**src/rtl/divide.sv**
```systemverilog
// -----------------------------------------------------------------------------
// divide -- 8-bit / 8-bit restoring divider, one quotient bit per clock.
//
// A start (ctr == OPCODE while idle) captures the operands. Eight CALC cycles
// follow, and the result is written with a one-cycle ctr1 strobe. The total
// latency is 9 rising edges from the start edge. A zero divisor completes
// on the start edge with out = {A, 8'hFF} and div_zero = 1.
//
// Ports:
//   clk       sole clock, rising edge
//   rst_n     asynchronous active-low reset
//   ctr[3:0]  opcode from control unit; a start when equal to OPCODE
//   A[7:0]    dividend
//   B[7:0]    divisor
//   out[15:0] {remainder, quotient}, registered, held until next completion
//   ctr1      one-cycle done strobe
//   busy      high while the iteration sequence runs
//   div_zero  last completed operation had B == 0
//
// Optional feature: define DIV_SIGNED_EN for two's-complement operands.
// The divider core works on magnitudes. The sign fix-up is applied when the
// output is written, so it adds no cycles.
//
// State table:
//   state | meaning
//   IDLE  | waiting for a start; handles divide-by-zero in one edge
//   CALC  | one restoring step per edge, cnt counts 7 down to 0
// -----------------------------------------------------------------------------
module divide #(
    parameter logic [3:0] OPCODE = 4'b0101
) (
    input  logic        clk,
    input  logic        rst_n,
    input  logic [3:0]  ctr,
    input  logic [7:0]  A,
    input  logic [7:0]  B,
    output logic [15:0] out,
    output logic        ctr1,
    output logic        busy,
    output logic        div_zero
);

    typedef enum logic {IDLE, CALC} state_t;

    state_t      state, state_nxt;
    logic [7:0]  rem, rem_nxt;
    logic [7:0]  quo, quo_nxt;
    logic [7:0]  dvs, dvs_nxt;
    logic [2:0]  cnt, cnt_nxt;
    logic [15:0] out_nxt;
    logic        ctr1_nxt, busy_nxt, dz_nxt;

    logic [8:0]  trial;
    logic [9:0]  diff;
    logic        fits;
    logic [7:0]  rem_step, quo_step;
    logic [7:0]  a_mag, b_mag;
    logic [7:0]  rem_fix, quo_fix;

`ifdef DIV_SIGNED_EN
    logic        neg_q, neg_q_nxt;
    logic        neg_r, neg_r_nxt;
`endif

    // One restoring step. The 9-bit trial value (rem shifted plus the next
    // dividend bit) can exceed 255 when the divisor is 128 or more, so the
    // subtraction is carried out one bit wider and its MSB is the borrow.
    always_comb begin
        trial    = {rem, quo[7]};
        diff     = {1'b0, trial} - {2'b00, dvs};
        fits     = ~diff[9];
        rem_step = fits ? diff[7:0] : trial[7:0];
        quo_step = {quo[6:0], fits};
    end

`ifdef DIV_SIGNED_EN
    always_comb begin
        a_mag   = A[7] ? (~A + 8'd1) : A;
        b_mag   = B[7] ? (~B + 8'd1) : B;
        quo_fix = neg_q ? (~quo_step + 8'd1) : quo_step;
        rem_fix = neg_r ? (~rem_step + 8'd1) : rem_step;
    end
`else
    always_comb begin
        a_mag   = A;
        b_mag   = B;
        quo_fix = quo_step;
        rem_fix = rem_step;
    end
`endif

    always_comb begin
        state_nxt = state;
        rem_nxt   = rem;
        quo_nxt   = quo;
        dvs_nxt   = dvs;
        cnt_nxt   = cnt;
        out_nxt   = out;
        ctr1_nxt  = 1'b0;
        busy_nxt  = busy;
        dz_nxt    = div_zero;
`ifdef DIV_SIGNED_EN
        neg_q_nxt = neg_q;
        neg_r_nxt = neg_r;
`endif
        case (state)
            IDLE: begin
                if (ctr == OPCODE) begin
                    if (B == 8'd0) begin
                        out_nxt  = {A, 8'hFF};
                        dz_nxt   = 1'b1;
                        ctr1_nxt = 1'b1;
                    end else begin
                        // quo starts out holding the dividend and is shifted
                        // into rem one bit per step.
                        quo_nxt   = a_mag;
                        dvs_nxt   = b_mag;
                        rem_nxt   = 8'd0;
                        cnt_nxt   = 3'd7;
                        busy_nxt  = 1'b1;
                        state_nxt = CALC;
`ifdef DIV_SIGNED_EN
                        neg_q_nxt = A[7] ^ B[7];
                        neg_r_nxt = A[7];
`endif
                    end
                end
            end
            CALC: begin
                rem_nxt = rem_step;
                quo_nxt = quo_step;
                if (cnt == 3'd0) begin
                    out_nxt   = {rem_fix, quo_fix};
                    dz_nxt    = 1'b0;
                    ctr1_nxt  = 1'b1;
                    busy_nxt  = 1'b0;
                    state_nxt = IDLE;
                end else begin
                    cnt_nxt = cnt - 3'd1;
                end
            end
            default: state_nxt = IDLE;
        endcase
    end

    always_ff @(posedge clk or negedge rst_n) begin
        if (!rst_n) begin
            state    <= IDLE;
            rem      <= 8'd0;
            quo      <= 8'd0;
            dvs      <= 8'd0;
            cnt      <= 3'd0;
            out      <= 16'h0000;
            ctr1     <= 1'b0;
            busy     <= 1'b0;
            div_zero <= 1'b0;
`ifdef DIV_SIGNED_EN
            neg_q    <= 1'b0;
            neg_r    <= 1'b0;
`endif
        end else begin
            state    <= state_nxt;
            rem      <= rem_nxt;
            quo      <= quo_nxt;
            dvs      <= dvs_nxt;
            cnt      <= cnt_nxt;
            out      <= out_nxt;
            ctr1     <= ctr1_nxt;
            busy     <= busy_nxt;
            div_zero <= dz_nxt;
`ifdef DIV_SIGNED_EN
            neg_q    <= neg_q_nxt;
            neg_r    <= neg_r_nxt;
`endif
        end
    end

endmodule

```
**config.mk**
```make
export PLATFORM = sky130hd
export DESIGN_NAME = divide
export DESIGN_NICKNAME = d
export VERILOG_FILES = /design/src/rtl/divide.sv
export SDC_FILE = /design/constraint.sdc
export NUM_CORES = 1
export LEC_CHECK = 0
export CORE_MARGIN = 5
export CORE_UTILIZATION = 58
export DETAILED_ROUTE_END_ITERATION = 6
export PLACE_DENSITY = 0.9
export SKIP_CTS_REPAIR_TIMING = 1
export SYNTH_ARGS = -nofsm -noshare
export SYNTH_HDL_FRONTEND = slang
export SYNTH_SLANG_ARGS = --single-unit
```
**constraint.sdc**
```tcl
create_clock -name clk -period 3.9 [get_ports clk]
set_clock_uncertainty 0.15 [all_clocks]
set_input_delay 0.78 -clock clk [delete_from_list [all_inputs] [get_ports clk]]
set_output_delay 0.78 -clock clk [all_outputs]
set_load 0.05 [all_outputs]
```
==> results of run 1 <==
==> area by class of cell <==
cell class,count,share of cell area [%]
Clock inverter,2,0.531
Tap cell,52,2.12
Sequential cell,47,38.4
Clock buffer,6,2.37
Timing Repair Buffer,43,13.6
Multi-Input combinational cell,183,41.1
Inverter,14,1.88
==> power by group through the flow <==
stage	Clock [mW]	Combinational (mW)	Sequential, mW
after global placement	0	1.69	0.901
final	0.304	1.79	0.903
after floorplan	0	1.09	1.13
after global routing	0.328	1.94	0.936
after detailed placement	0	1.76	0.911
after CTS	0.306	1.78	0.901
==> sequential cells by signal, indices dropped and copies added, names as in the netlist <==
signal / flops
rem: 8
state: 1
dvs: 8
div_zero: 1
cnt: 3
quo: 8
ctr1: 1
busy: 1
out: 16
==> worst max-delay path, delay by kind of cell, from the launching register on <==
kind	cells	cell delay, ps
adder cells (fa/ha/maj)	1	400
AND/OR/NAND/NOR	2	380
AO/OA/AOI/OAI	2	870
multiplexers	1	430
flip-flops	1	440
==> synthesized netlist by cell type, drive strengths merged (2+ instances only) <==
master	number
inv	14
nand2	30
mux2i	14
o311ai	2
nor3	8
nor4	2
or2	2
mux2	4
clkbuf	6
ha	10
and2	2
a221oi	2
nor2	12
o31a	2
o21ai	26
xnor2	2
o211ai	2
dfrtp	47
buf	6
nor2b	5
nand2b	3
nand3	2
o21a	2
o22a	7
a21oi	25
o22ai	5
==> logic make-up after synthesis <==
| group | count (synthesis) |
|---|---|
| buf+inv | 26 |
| xor+xnor | 2 |
| compound gates | 80 |
| flops | 47 |
| simple gates | 72 |
| fa+ha+maj | 11 |
| mux | 18 |
==> routing by layer <==
metal  GRT usage, %  up-vias  routed length [µm]
met2           35.4       51                3020
met1           24.2     1021                2400
li1               -      993                   -
met5              0        -                   0
met4           7.34        0                 104
met3           5.56       11                 279
==> worst min-delay path by stage <==
stage,endpoint,cells after the start,start
detailed placement,out[14],2,out[14]
CTS,out[6],1,out[6]
finish,out[14],2,out[14]
global route,out[2],1,out[2]
floorplan,quo[1],2,quo[0]
global placement,out[14],2,out[14]
==> PnR_summary.wiki, run 1 <==
{| class="wikitable"
! Metric !! Value
|-
| IO Pins || 41
|-
| Cell variety after synth || 47
|-
| Source-to-sink clock delay at the later pin of the worst-skew pair || approximately 310 ps
|-
| Outcome || completed
|-
| Number of vias in the routed layout || between 2000 and 2500
|-
| Port-buffer cells || 40
|-
| Area added between synthesis and finish || 19.5%
|-
| Number of sinks driven by the clock tree || between 40 and 50
|-
| Per-instance average area after synthesis || ~10 µm²
|-
| Multi-input gate area in the final layout || 0.00126 mm²
|-
| Number of enable flip-flop cells after synthesis || 0
|-
| Number of maximum-capacitance constraint violations || 0
|-
| Largest buffer count on any clock path || 2
|-
| Post-Place Setup Slack || 939 ps
|-
| Hpwl dp || 4170 µm
|-
| Placed cells || approximately 340
|-
| Summed negative setup slack over all endpoints || 0 ps
|-
| Wire length of the first global-routing pass || 9800 µm
|-
| Worst setup EP type || register
|-
| Unrepaired setup endpoints after global routing || no
|-
| Largest net degree at the start of global routing || 48
|-
| Proportion of total power due to net switching || approximately 48%
|-
| Largest cells by area after synthesis || sky130_fd_sc_hd__dfrtp_1, sky130_fd_sc_hd__mux2i_1, sky130_fd_sc_hd__ha_1, sky130_fd_sc_hd__o21ai_0, sky130_fd_sc_hd__nand2_1
|-
| Initial Util || a little under 60%
|-
| Share of cells above drive strength 1 || between 9 and 10%
|-
| Register area || about 0.0012 mm²
|-
| Setup slack of the most critical reg-to-reg path || 1140 ps
|-
| Synthesized net count || 289
|-
| Worst reg2reg path startpoint || rem[5]
|-
| Total number of H-tree levels || 2
|-
| Required time of the critical path || slightly below 4000 ps
|-
| Top library cells by usage in the layout, fill and taps aside || sky130_fd_sc_hd__dfrtp_1, sky130_fd_sc_hd__clkdlybuf4s50_1, sky130_fd_sc_hd__nand2_1, sky130_fd_sc_hd__o21ai_0, sky130_fd_sc_hd__a21oi_1
|-
| Total wirelength of the detailed-routed design || roughly 5800 µm
|-
| Slowest CP cell || sky130_fd_sc_hd__a311oi_4
|-
| End of the worst register-to-register path || out[8]
|-
| Via density || 5.98
|-
| Clock Root Buffer || sky130_fd_sc_hd__clkbuf_8
|-
| Area share of and/or/nand/nor cells after synthesis || roughly 15%
|-
| Highest Clock Rate || between 0.3 and 0.4 GHz
|-
| Filler cell count || between 300 and 400
|-
| Number of buffers created by CTS || 5
|-
| Crit path DAT || about 2800 ps
|-
| Highest fanout seen on the critical path || 12
|-
| Cell count after synthesis || 256
|-
| Int Pwr || about 1.6 mW
|-
| GR Overflow Total || 0
|-
| Clock tree from TritonCTS || yes
|-
| Setup WS post-layout || ~1100 ps
|-
| Synth Area in XOR/XNOR || less than 1%
|-
| Initial antenna violation count || 0
|-
| Psw || 1.42 mW
|-
| Smallest hold slack || ~340 ps
|-
| Rows || 24
|-
| Main flop type after synthesis || sky130_fd_sc_hd__dfrtp_1
|-
| Flop and latch count out of synthesis || 47
|-
| Portion of netlist area occupied by mux cells || roughly 7.2%
|-
| Number of DRC markers in iteration 0 || about 160
|-
| Vias in the first global route || 2213
|-
| Max-slew violation count || 0
|-
| Count of nets after finishing || 327
|-
| Die extent in y || roughly 77 µm
|-
| Static leakage || 1.25 nW
|-
| Fin crit share || a little over two thirds
|-
| Slew at the pin with the worst max-slew slack || 1020 ps
|-
| Headroom to the max-slew limit || between 30% and 40%
|-
| Critical Path Start || rem[5]
|-
| Crit path capture || out[8]
|-
| Max VDD drop || roughly 0.52 mV
|-
| Sequential share of the synthesized area || 45.9%
|-
| Routed Antenna Nets || 0
|-
| CP startpoint kind || register
|-
| Pre-Repair DR Iteration Count || 4
|-
| Chain of cells forming the critical path || ha_1 -> and3_4 -> nor2b_1 -> a311oi_4 -> mux2_2 -> o211ai_1
|-
| Proportion of power drawn by combinational gates || between 50 and 60%
|-
| Tightest Hold Check Type || register to register
|-
| Post-layout util || between 70% and 80%
|-
| Post-Layout Inst Area || roughly 0.003 mm²
|-
| Mapped Area || 0.00256 mm²
|-
| Sequential share of power || ~30%
|-
| Post-DR wirelength/cell || roughly 17 µm
|-
| Stage delay of the slowest cell on the critical path || just under 700 ps
|-
| Adder-cell share of the synthesized area || about 5.7%
|-
| DRC errors left || 0
|-
| Proportion of power drawn by the clock network || approximately a tenth
|-
| Number of cells on the worst reg-to-reg path || 6
|-
| Setup-violating endpoint count in the final report || 0
|-
| Total cell area at the placement stage || slightly below 0.003 mm²
|-
| Final hold violation count || 0
|-
| Number of warnings issued by yosys || 0
|-
| Floorplan Core Area || between 0.004 and 0.005 mm²
|-
| Clock transition at the registers of the reported paths || roughly 90 ps
|-
| Yosys top cell by area || sky130_fd_sc_hd__dfrtp_1
|-
| Cell Pwr Density || 977 mW/mm²
|-
| Dominant combinational cell family by area after synthesis || compound AO/OA/AOI/OAI gates
|-
| Non-Filler Instances || ~350
|-
| Final Power || approximately 3 mW
|-
| Synth async-reset ratio || 100%
|-
| Diode count || 0
|-
| Commonest non-fill, non-tap cell in the layout || sky130_fd_sc_hd__dfrtp_1
|-
| Area share of the largest cell type after synthesis || 45.9%
|-
| Time the final worst path needs with I/O delays and setup || ~2800 ps
|-
| Area of the die || just under 0.006 mm²
|-
| Class of the most critical setup path || register to register
|-
| Die width || between 70 and 80 µm
|-
| Area fraction in compound gates after synthesis || 20.2%
|-
| Aggregate global-route resource usage || between 20% and 30%
|-
| GPL Wtd Cong || 0.879
|}
No activity file was read; power rests on OpenSTA's default activity.
==> inputs of run 2 (changes only) <==
--- a/config.mk
+++ b/config.mk
@@ -6,9 +6,9 @@
 export NUM_CORES = 1
 export LEC_CHECK = 0
 export CORE_MARGIN = 5
-export CORE_UTILIZATION = 58
+export CORE_UTILIZATION = 48
 export DETAILED_ROUTE_END_ITERATION = 6
-export PLACE_DENSITY = 0.9
+export PLACE_DENSITY = 0.81
 export SKIP_CTS_REPAIR_TIMING = 1
 export SYNTH_ARGS = -nofsm -noshare
 export SYNTH_HDL_FRONTEND = slang
==> constraint.sdc (replaced) <==
create_clock -name clk -period 2.25 [get_ports clk]
set_clock_uncertainty 0.15 [all_clocks]
set_input_delay 0.45 -clock clk [delete_from_list [all_inputs] [get_ports clk]]
set_output_delay 0.45 -clock clk [all_outputs]
set_load 0.05 [all_outputs]
==> run 2 against run 1 <==
Net effect: the run now ends with negative hold slack, negative setup slack left; combinational power up 130%; core utilization down 2.3 points; sequential cell count unchanged; cell area up 15%; sequential power up 65%.
==> PnR_summary.wiki, run 2 (same netlist as run 1, synthesis figures left out) <==
{| class="wikitable"
! Metric !! Value
|-
| Setup WS post-layout || -123 ps (-1270 ps)
|-
| Dominant delay contributor by cell family on the critical path || compound AO/OA/AOI/OAI gates
|-
| GR Overflow Total || 0 (unchanged)
|-
| WP buf/inv || 2 (+2)
|-
| Via density || 5.50 (-8.1%)
|-
| Routed Antenna Nets || 0 (unchanged)
|-
| Highest fanout seen on the critical path || 7 (-5)
|-
| Number of buffers created by CTS || 5 (unchanged)
|-
| Time the final worst path needs with I/O delays and setup || 2370 ps (-384 ps)
|-
| Required time of the critical path || 2320 ps (-1650 ps)
|-
| Chain of cells forming the critical path || inv_2 -> ha_4 -> nor2b_4 -> o31a_1 -> a311oi_4 -> buf_6 -> mux2_4 -> o211ai_1
|-
| Diode count || 0 (unchanged)
|-
| Number of sinks driven by the clock tree || 47 (unchanged)
|-
| Final Power || 6.10 mW (+100%)
|-
| Number of maximum-capacitance constraint violations || 0 (unchanged)
|-
| Pre-Repair DR Iteration Count || 4 (unchanged)
|-
| Smallest hold slack || -19.6 ps (-360 ps)
|-
| Post-DR wirelength/cell || 16.3 µm (-2.8%)
|-
| Aggregate global-route resource usage || 19.3% (-1.2 points)
|-
| Initial Util || 49.9% (-9.4 points)
|-
| IO Pins || 41 (unchanged)
|-
| GPL Wtd Cong || 0.868 (-1.2%)
|-
| Worst reg2reg path startpoint || dvs[1]
|-
| Max-slew violation count || 0 (unchanged)
|-
| Rows || 26 (+8.3%)
|-
| Post-Layout Inst Area || 0.00352 mm² (+15%)
|-
| Static leakage || 1.49 nW (+19%)
|-
| Largest net degree at the start of global routing || 26 (-46%)
|-
| Worst setup EP type || register
|-
| Number of cells on the worst reg-to-reg path || 8 (+2)
|-
| Non-Filler Instances || 410 (+18%)
|-
| Floorplan Core Area || 0.00514 mm² (+19%)
|-
| CP startpoint kind || register
|-
| Multi-input gate area in the final layout || 0.00133 mm² (+5.5%)
|-
| DRC errors left || 0 (unchanged)
|-
| Cell Pwr Density || 1730 mW/mm² (+77%)
|-
| Clock transition at the registers of the reported paths || 90 ps (about the same)
|-
| Clock tree from TritonCTS || yes
|-
| Total cell area at the placement stage || 0.00333 mm² (+12%)
|-
| Die width || 83.1 µm (+8.6%)
|-
| Clock Root Buffer || sky130_fd_sc_hd__clkbuf_8
|-
| Class of the most critical setup path || register to register
|-
| Setup-violating endpoint count in the final report || 13 (+13)
|-
| Number of DRC markers in iteration 0 || 178 (+11%)
|-
| Critical Path Start || dvs[1]
|-
| Biggest register || out
|-
| Flip-flop count of the largest register, all copies and words added || 16 (unchanged)
|-
| Final hold violation count || 22 (+22)
|-
| Largest buffer count on any clock path || 2 (unchanged)
|-
| Share of cells above drive strength 1 || 25.0% (+15 points)
|-
| Source-to-sink clock delay at the later pin of the worst-skew pair || 310 ps (about the same)
|-
| Top library cells by usage in the layout, fill and taps aside || sky130_fd_sc_hd__dfrtp_1, sky130_fd_sc_hd__buf_4, sky130_fd_sc_hd__clkdlybuf4s50_1, sky130_fd_sc_hd__nand2_1, sky130_fd_sc_hd__o21ai_0
|-
| Number of vias in the routed layout || 2254 (+8.6%)
|-
| Crit path DAT || 2440 ps (-380 ps)
|-
| Wire length of the first global-routing pass || 11000 µm (+12%)
|-
| Post-Place Setup Slack || -242 ps (-1180 ps)
|-
| Area of the die || 0.00691 mm² (+18%)
|-
| Placed cells || 398 (+17%)
|-
| Die extent in y || 83.1 µm (+8.6%)
|-
| Violations in the final reports || negative hold slack, negative setup slack
|-
| Total stage count of the critical path || 8 (+2)
|-
| Tightest Hold Check Type || input pin to asynchronous set/reset pin
|-
| Total wirelength of the detailed-routed design || 6670 µm (+15%)
|-
| Initial antenna violation count || 0 (unchanged)
|-
| Vias in the first global route || 2234 (+0.95%)
|-
| Commonest non-fill, non-tap cell in the layout || sky130_fd_sc_hd__dfrtp_1
|-
| Stage delay of the slowest cell on the critical path || 400 ps (-280 ps)
|-
| Filler cell count || 409 (+27%)
|-
| Count of nets after finishing || 372 (+14%)
|-
| Area added between synthesis and finish || 37.4%
|-
| Total number of H-tree levels || 2 (unchanged)
|-
| Port-buffer cells || 40 (unchanged)
|-
| Max VDD drop || 0.856 mV (+64%)
|-
| Outcome || finished, violations left
|-
| Headroom to the max-slew limit || 61.5% (+30 points)
|-
| Register area || 0.00118 mm² (unchanged)
|-
| Slew at the pin with the worst max-slew slack || 578 ps (-444 ps)
|-
| Slowest CP cell || sky130_fd_sc_hd__dfrtp_1
|-
| Fin crit share || 105% (+35 points)
|-
| Unrepaired setup endpoints after global routing || yes
|-
| Highest Clock Rate || 0.421 GHz (+16%)
|-
| Hpwl dp || 4830 µm (+16%)
|}
run 2: cell types whose count changed in the layout (fill, tap and decap cells not counted), sizes merged:
cell	previous run	this run
buf	4	49
inv	15	14
clkinv	0	1
run 2: cell type report:
type	count	share of cell area (%)
clock inverters	2	0.355
well taps	70	2.49
flip-flops and latches	47	33.4
inverters	14	1.63
multi-input cells	183	37.7
repair buffers	88	22.4
clock buffers	6	2.06
run 2: path summary, 6_finish.rpt:
check,slack (ps),endpoint
max reg2reg,-120,out[8]
max in group asynchronous,1440,out[5]
min,-20,cnt[0]
max,-120,out[8]
min reg2reg,340,out[3]
min in group clk,340,out[3]
run 2: per-stage QoR:
step | hold WS (ps) | util, % | TNS (ps)
after CTS | -11.8 | 66.5 | -1350
after global placement | 314 | 64.8 | -3060
final | -19.6 | 68.5 | -929
after detailed placement | 321 | 64.8 | -5220
after floorplan | 4.41 | - | 0
after global routing | 12.3 | 68.5 | -1990
run 2: report_power, final:
part           internal [mW]  switching (mW)  leakage [nW]
Clock                  0.218           0.290        0.0412
Sequential              1.24           0.250         0.560
Combinational           1.91            2.19         0.887
Total                   3.36            2.73          1.49
run 2: routing by layer:
layer	vias to the layer above	GRT usage, %	wire (µm)
li1	1081	-	-
met1	1097	25.8	2890
met2	60	30.9	3340
met3	16	3.56	281
met4	0	7.43	165
met5	-	0	0
